**src/rtl/wb_pkg.sv**
```systemverilog
// Shared types and sizes for the register-file writeback unit.
// The optional pending-load scoreboard is enabled with WB_SCOREBOARD_EN (see wb_unit).
package wb_pkg;

    localparam int XLEN   = 32;
    localparam int NREGS  = 32;
    localparam int REG_AW = 5;

    typedef enum logic {
        SRC_LSU = 1'b0,
        SRC_ALU = 1'b1
    } wb_src_e;

    typedef struct packed {
        logic [REG_AW-1:0] rd;
        logic [XLEN-1:0]   data;
    } wb_entry_t;

endpackage

```
**src/rtl/wb_skid.sv**
```systemverilog
// One-entry valid/ready buffer for a single writeback source.
// It accepts a new entry whenever it is empty or its current entry is granted this cycle.
module wb_skid
    import wb_pkg::*;
(
    input  logic      clk_i,
    input  logic      rst_ni,
    input  logic      valid_i,
    input  wb_entry_t entry_i,
    output logic      ready_o,
    input  logic      grant_i,
    output logic      full_o,
    output wb_entry_t entry_o
);

    logic accept;

    assign ready_o = !full_o || grant_i;
    assign accept  = valid_i && ready_o;

    // NOTE: state flops use non-blocking assignments so every flop samples pre-edge values.
    always_ff @(posedge clk_i or negedge rst_ni) begin
        if (!rst_ni) begin
            full_o <= 1'b0;
        end else if (accept) begin
            full_o <= 1'b1;
        end else if (grant_i) begin
            full_o <= 1'b0;
        end
    end

    // NOTE: the payload has no reset; full_o qualifies it, so reset only needs to clear the flag.
    always_ff @(posedge clk_i) begin
        if (accept) begin
            entry_o <= entry_i;
        end
    end

endmodule

```
**src/rtl/wb_unit.sv**
```systemverilog
// Register-file writeback unit: skids ALU and LSU results, arbitrates round-robin, drives one write port.
// Define WB_SCOREBOARD_EN to build the pending-load scoreboard; otherwise sb_busy_o is tied to 0.
module wb_unit
    import wb_pkg::*;
(
    input  logic              clk_i,
    input  logic              rst_ni,
    input  logic              alu_valid_i,
    input  logic [REG_AW-1:0] alu_rd_i,
    input  logic [XLEN-1:0]   alu_data_i,
    output logic              alu_ready_o,
    input  logic              lsu_valid_i,
    input  logic [REG_AW-1:0] lsu_rd_i,
    input  logic [XLEN-1:0]   lsu_data_i,
    output logic              lsu_ready_o,
    input  logic              sb_set_i,
    input  logic [REG_AW-1:0] sb_rd_i,
    output logic [NREGS-1:0]  sb_busy_o,
    output logic              rf_we_o,
    output logic [REG_AW-1:0] rf_rd_o,
    output logic [XLEN-1:0]   rf_wd_o
);

    wb_entry_t alu_in, lsu_in, alu_entry, lsu_entry, win_entry;
    logic      alu_full, lsu_full, alu_grant, lsu_grant, any_grant, conflict;
    wb_src_e   rr_ptr;

    assign alu_in = '{rd: alu_rd_i, data: alu_data_i};
    assign lsu_in = '{rd: lsu_rd_i, data: lsu_data_i};

    wb_skid u_alu_skid (
        .clk_i   (clk_i),
        .rst_ni  (rst_ni),
        .valid_i (alu_valid_i),
        .entry_i (alu_in),
        .ready_o (alu_ready_o),
        .grant_i (alu_grant),
        .full_o  (alu_full),
        .entry_o (alu_entry)
    );

    wb_skid u_lsu_skid (
        .clk_i   (clk_i),
        .rst_ni  (rst_ni),
        .valid_i (lsu_valid_i),
        .entry_i (lsu_in),
        .ready_o (lsu_ready_o),
        .grant_i (lsu_grant),
        .full_o  (lsu_full),
        .entry_o (lsu_entry)
    );

    assign conflict = alu_full && lsu_full;

    // NOTE: default every output first so no path through this block leaves a latch behind.
    always_comb begin
        alu_grant = 1'b0;
        lsu_grant = 1'b0;
        if (conflict) begin
            if (rr_ptr == SRC_LSU) lsu_grant = 1'b1;
            else                   alu_grant = 1'b1;
        end else begin
            alu_grant = alu_full;
            lsu_grant = lsu_full;
        end
    end

    assign any_grant = alu_grant || lsu_grant;
    assign win_entry = lsu_grant ? lsu_entry : alu_entry;

    // Pointer moves only on a conflict; x0 entries are dequeued without a write.
    always_ff @(posedge clk_i or negedge rst_ni) begin
        if (!rst_ni) begin
            rr_ptr  <= SRC_LSU;
            rf_we_o <= 1'b0;
            rf_rd_o <= '0;
            rf_wd_o <= '0;
        end else begin
            if (conflict) begin
                rr_ptr <= (rr_ptr == SRC_LSU) ? SRC_ALU : SRC_LSU;
            end
            rf_we_o <= any_grant && (win_entry.rd != '0);
            if (any_grant && (win_entry.rd != '0)) begin
                rf_rd_o <= win_entry.rd;
                rf_wd_o <= win_entry.data;
            end
        end
    end

`ifdef WB_SCOREBOARD_EN
    logic [NREGS-1:0] sb_busy_q;

    // The set is applied after the clear so a same-edge set of the same index wins.
    always_ff @(posedge clk_i or negedge rst_ni) begin
        if (!rst_ni) begin
            sb_busy_q <= '0;
        end else begin
            if (lsu_grant && (lsu_entry.rd != '0)) begin
                sb_busy_q[lsu_entry.rd] <= 1'b0;
            end
            if (sb_set_i && (sb_rd_i != '0)) begin
                sb_busy_q[sb_rd_i] <= 1'b1;
            end
        end
    end

    assign sb_busy_o = sb_busy_q;
`else
    logic unused_sb;

    assign unused_sb = ^{sb_set_i, sb_rd_i};
    assign sb_busy_o = '0;
`endif

endmodule

```
**config.mk**
```make
export PLATFORM = sky130hd
export DESIGN_NAME = wb_unit
export DESIGN_NICKNAME = d
export VERILOG_FILES = /design/src/rtl/wb_pkg.sv /design/src/rtl/wb_skid.sv /design/src/rtl/wb_unit.sv
export SDC_FILE = /design/constraint.sdc
export NUM_CORES = 1
export LEC_CHECK = 0
export BUFFER_PORTS_ARGS = -buffer_cell sky130_fd_sc_hd__buf_2
export CAP_MARGIN = 40
export CORE_MARGIN = 4
export CORE_UTILIZATION = 50
export CTS_CLUSTER_SIZE = 10
export DETAILED_ROUTE_END_ITERATION = 16
export PLACE_DENSITY = 0.8
export SYNTH_ARGS = -nofsm -noshare
export SYNTH_HDL_FRONTEND = slang
export SYNTH_SLANG_ARGS = --single-unit
```
**constraint.sdc**
```tcl
create_clock -name clk_i -period 2 [get_ports clk_i]
set_input_delay 0.6 -clock clk_i [delete_from_list [all_inputs] [get_ports clk_i]]
set_output_delay 0.6 -clock clk_i [all_outputs]
set_load 0.03 [all_outputs]
```
Word-level counts from Yosys, hierarchy flattened

Index checks and enable logic that the tools add are counted.

Register bits: 115
Output and inout port bits: 72
Logic and storage cells: 31

Muxes and demuxes: 9
Reductions and logical operators: 12

Operator list:

| kind               | number |
|---|---|
| 2-to-1 mux 37 bit  | 1 |
| 2-to-1 mux 1 bit   | 8 |
| nonzero test 5 bit | 1 |
| logical AND 1 bit  | 4 |
| nonzero test 2 bit | 2 |
| logical OR 1 bit   | 3 |
| zero test 1 bit    | 2 |

Depth between registers and ports, before layout

Word-level depth: 5
Gate-level depth with buffers: 6
Mapped depth without buffers: 4

Modules after synthesis

Synthesis repeated with hierarchy kept, for this count alone.

Cell total of the unflattened synthesis: 249
Area, all modules: 4648.2 µm²

Modules (own cells, without submodules):

| module  | instances | cells an instance | area an instance (µm²) | seq. area each (µm²) |
|---|---|---|---|---|
| wb_skid | 2         | 41                | 1164.9                 | 1136.1 |
| wb_unit | 1         | 167               | 2318.5                 | 975.9 |

Least setup slack after synthesis

OpenSTA, ideal clock, no wires.

Kind: register to register
Start point: register u_alu_skid.full_o
End point: register u_lsu_skid.entry_o[0] (netlist bit) (enable)
Data arrival time: 1662 ps
Data required time: 1602 ps
Slack: -60 ps
Cell stages (with the launch flop): 3
Period minus slack after synthesis: 2060 ps
Cells stage by stage: dfrtp_1 nand3_1 and2_1

Word-level cells in the longest chain between the ends: 4

Ends and longest elaborated chain:

| item                     | RTL line      | RTL |
|---|---|---|
| start: declaration       | wb_skid.sv:12 | `output logic full_o,` |
| start signal: assignment | wb_skid.sv:24 | `full_o <= 1'b0;` |
| start signal: assignment | wb_skid.sv:26 | `full_o <= 1'b1;` |
| start signal: assignment | wb_skid.sv:28 | `full_o <= 1'b0;` |
| logical AND 1 bit        | wb_unit.sv:53 | `assign conflict = alu_full && lsu_full;` |
| 2-to-1 mux 1 bit         | wb_unit.sv:59 | `if (conflict) begin` |
| logical OR 1 bit         | wb_skid.sv:18 | `assign ready_o = !full_o \|\| grant_i;` |
| via lsu_ready_o          | wb_unit.sv:15 | `output logic lsu_ready_o,` |
| logical AND 1 bit        | wb_skid.sv:19 | `assign accept = valid_i && ready_o;` |
| via u_lsu_skid.accept    | wb_skid.sv:16 | `logic accept;` |
| end signal: assignment   | wb_skid.sv:35 | `entry_o <= entry_i;` |
| end: declaration         | wb_skid.sv:13 | `output wb_entry_t entry_o` |

The timed path passes the listed nets, and every way through them passes these cells.
A chain may end at the register's enable or synchronous reset.

Worst setup path after layout

Start point: register rr_ptr
End point: output port alu_ready_o

Word-level cells in the longest chain between the ends: 3

Ends and longest elaborated chain:

| item                     | RTL line      | RTL |
|---|---|---|
| start: declaration       | wb_unit.sv:26 | `wb_src_e rr_ptr;` |
| start signal: assignment | wb_unit.sv:80 | `rr_ptr <= (rr_ptr == SRC_LSU) ? SRC_ALU : SRC_LSU;` |
| 2-to-1 mux 1 bit         | wb_unit.sv:60 | `if (rr_ptr == SRC_LSU) lsu_grant = 1'b1;` |
| 2-to-1 mux 1 bit         | wb_unit.sv:59 |  |
| logical OR 1 bit         | wb_skid.sv:18 |  |
| end: declaration         | wb_unit.sv:11 | `output logic alu_ready_o,` |

No other way between the ends.

==> parameters.txt <==
Parameter                              Value

Timing
  Number of endpoints with negative hold slack in the final report ... 0
  Setup skew after layout ... between 0.01 and 0.015 ns
  Fraction of the cycle the final worst path needs ... 0.966
  Least-Margin Pin Slew ... 0.549 ns
  Number of pins with negative max-slew slack in the final report ... 0
  Crit path time final ... 1.93 ns
  Timing-limited maximum frequency ... 0.517 GHz
  Minimum hold slack ... 0.0403 ns
  Max transition margin ... 0.634
  Count of final setup violators ... 0

Finish
  Share of the core filled with cells ... 0.670
  Total Nets Final ... 473
  Share of post-route cells with drive strength above 1 ... 0.597
  Syn-to-layout area delta ... 29.0%
  Leading cell types in the layout, fill and taps excluded ... sky130_fd_sc_hd__buf_2 (115), sky130_fd_sc_hd__edfxtp_1 (74), sky130_fd_sc_hd__mux2_2 (43)
  Number of fill cells in the layout ... 598
  Finished Layout Cells ... 510
  Number of antenna repair diodes ... 0
  Most common cell after layout, fill and taps aside ... sky130_fd_sc_hd__buf_2

Placed design
  Half-perimeter wire length after detailed placement ... approximately 6000 um
  Count of buffers from port buffering ... about 120
  RD Place Congestion ... 0.714
  Placed cell count ... 474

Logic synthesis
  Warnings from Yosys ... 0
  Share of Yosys cell area claimed by the top area cell type ... 0.483
  Fraction of the mapped netlist area in compound gates ... 0.00980
  Share of synthesized area occupied by flip-flops and latches ... 0.707
  Count of cell types in the netlist ... 20
  Dominant cells by area after synthesis ... sky130_fd_sc_hd__edfxtp_1 (48%), sky130_fd_sc_hd__dfrtp_1 (22%), sky130_fd_sc_hd__mux2_2 (11%)
  Simple-gate portion of the synthesized area ... 0.0171
  Post-synthesis cell area ... 0.00460 sq mm
  Area share of fa/ha/maj cells after synthesis ... 0
  Post-synthesis register bit count ... 115
  Top cell type by total area after synthesis ... sky130_fd_sc_hd__edfxtp_1
  Largest family of logic cells by synthesized area ... multiplexers
  Mean post-synth cell area ... 18.5 sq um
  Cells after Synth ... 249
  Synth Area in XOR/XNOR ... 0
  Mux contribution to synthesized area ... 0.200

Route
  Detailed-route via count ... around 2500
  Number of remaining DRC errors ... 0
  Vias per Instance ... a little under 5
  Post-DRT Antenna Nets ... 0
  Violation count after the first detailed-routing iteration ... 59
  Detailed-router iteration count before antenna repair ... 4
  Total length of routed wires ... 9010 um
  Post-DR wirelength/cell ... 17.7 um

Power and ir drop
  Portion of total power attributed to sequential cells ... 0.365
  Proportion of total power due to net switching ... 0.330
  Internal power ... about 6400 uW
  Leakage power of the design ... 0.00260 uW
  Total net switching power ... 3160 uW
  Portion of total power attributed to the clock network ... 0.303
  Worst IR drop on VDD ... between 0.0008 and 0.0009 V
  Power per unit of standard cell area ... 1610 mW/mm^2
  Combinational share of power ... 0.332

Clock network
  Buffer depth of the longest clock path ... 2
  Number of clock buffers inserted by TritonCTS ... 17
  CTS Hold Buffers Added ... 0
  TritonCTS clock tree ... yes
  H-tree depth ... 4
  Root Buffer ... sky130_fd_sc_hd__clkbuf_8
  Clk Latency, worst-skew pair ... 0.50 ns
  Number of clock sinks ... about 120
  Clock edge transition at the registers on the reported setup and hold paths ... 0.06 ns

Floorplanning
  Starting Density ... 0.520
  # rows ... 34
  Die X ... 104 um
  Floorplan die area ... 0.0108 sq mm
  Core area ... roughly 0.009 sq mm
  Boundary Pins ... approximately 160
  Height of the chip ... roughly 100 um

GRT
  Remaining global-route overflow ... 0
  Pin count of the biggest net entering global routing ... 38
  Number of global-route vias before repair ... 2787
  Number of antenna violations at the first check in global routing ... 0
  Total routing usage reported by global routing ... 0.176
  First-pass GRT wire length ... 14400 um

Critical path
  FF-to-FF End ... rf_wd_o[25]
  Element type at the critical path start ... register
  Worst Path Required ... 1.40 ns
  Slowest stage delay, CP ... 0.41 ns
  Critical path class ... reg2out
  Maximum fanout along the worst path ... 4
  Reg-to-reg critical path startpoint ... u_lsu_skid.entry_o[35]
  Cells along the critical path ... or2_4, buf_6
  Setup slack, reg-to-reg ... 0.15 ns
  Worst reg-to-reg path cell count ... 5
  CP max stage cell ... sky130_fd_sc_hd__dfrtp_2
  Crit path from ... rr_ptr
  Arrival @ worst endpoint ... 1.33 ns
  Nature of the critical path endpoint ... output pin

Min path
  Hold crit path type ... in2async

Flow run
  Number of max-cap violations ... 0

Outcome
  Status ... completed
==> what timing repair did <==
item	4_1_cts	5_1_grt
pin swaps	0	0
setup endpoints to repair	1	2
setup buffers	4	0
resized for setup	4	2
==> sequential cells by signal, summed over array words and instances, names as in the netlist <==
register and count:
u_alu_skid.entry_o 37, rr_ptr 1, rf_wd_o 32, rf_rd_o 5
u_lsu_skid.full_o 1, u_alu_skid.full_o 1, rf_we_o 1, u_lsu_skid.entry_o 37
==> worst max-delay path by stage <==
stage | slack [ns] | end | cells after the start
6_report | 0.07 | alu_ready_o | 2
3_3_place_gp | 0.09 | u_alu_skid.entry_o[22] | 2
4_1_cts | 0.007 | alu_ready_o | 2
2_1_floorplan | 0.13 | rf_wd_o[25] | 5
3_5_place_dp | 0.16 | rf_rd_o[1] | 5
5_1_grt | -0.001 | lsu_ready_o | 3
==> critical path, delay by kind of cell, from the launching register on <==
family,cells,cell delay (ns)
flip-flops,1,0.41
buffers and inverters,1,0.14
AND/OR/NAND/NOR,1,0.28
==> routing by layer <==
| layer | track usage | part of all wire | vias to the layer above |
|---|---|---|---|
| met5 | 0 | 0 | - |
| li1 | - | - | 1137 |
| met1 | 0.208 | 0.41 | 1226 |
| met4 | 0.0570 | 0.011 | 0 |
| met2 | 0.296 | 0.50 | 119 |
| met3 | 0.0664 | 0.077 | 11 |
==> power groups by stage <==
stage / combinational (uW) / sequential [uW] / clock [uW]
2_1_floorplan: 1480 / 4270 / 0
3_3_place_gp: 3060 / 3510 / 0
3_5_place_dp: 3140 / 3530 / 0
4_1_cts: 3210 / 3500 / 2960
5_1_grt: 3360 / 3560 / 3090
6_report: 3170 / 3490 / 2900
==> cells in the mapped netlist <==
cell type,instances
sky130_fd_sc_hd__mux2_4,29
sky130_fd_sc_hd__buf_4,32
sky130_fd_sc_hd__dfrtp_1,41
sky130_fd_sc_hd__nand2_1,5
sky130_fd_sc_hd__o211ai_1,2
sky130_fd_sc_hd__nand2b_1,2
sky130_fd_sc_hd__nand3_1,1
sky130_fd_sc_hd__edfxtp_1,74
sky130_fd_sc_hd__inv_1,2
sky130_fd_sc_hd__conb_1,1
sky130_fd_sc_hd__o21ai_2,2
sky130_fd_sc_hd__a21boi_0,1
sky130_fd_sc_hd__o21ai_0,1
sky130_fd_sc_hd__buf_2,4
sky130_fd_sc_hd__nor4_1,1
sky130_fd_sc_hd__or2_2,1
sky130_fd_sc_hd__or4_4,1
sky130_fd_sc_hd__and2_1,3
sky130_fd_sc_hd__buf_6,3
sky130_fd_sc_hd__mux2_2,43
==> cell type report <==
class	instances	area (sq um)	area share
timing repair buffer	129	771	0.130
tap	108	135	0.0228
inverter	2	7.51	0.00127
clock buffer	19	432	0.0728
clock inverter	13	148	0.0249
sequential	115	3250	0.548
multi-input combinational	124	1190	0.200
==> metrics by stage <==
step	cell area, sq um	total power, uW	setup TNS [ns]	worst slack, ns
floorplan	4720	5750	0	0.131
global route	5930	10000	-0.000990	-0.000990
finish	5930	9560	0	0.0676
CTS	5920	9670	0	0.00669
detailed placement	5300	6670	0	0.156
global placement	5280	6560	0	0.0919
==> cell families (layout without fill, tap and decap cells) <==
group / count (synthesis) / in the layout
buf+inv: 41 / 163
simple gates: 14 / 14
mux: 72 / 72
other cells: 1 / 32
flops: 115 / 115
compound gates: 6 / 6
No activity file was read; power rests on OpenSTA's default activity.
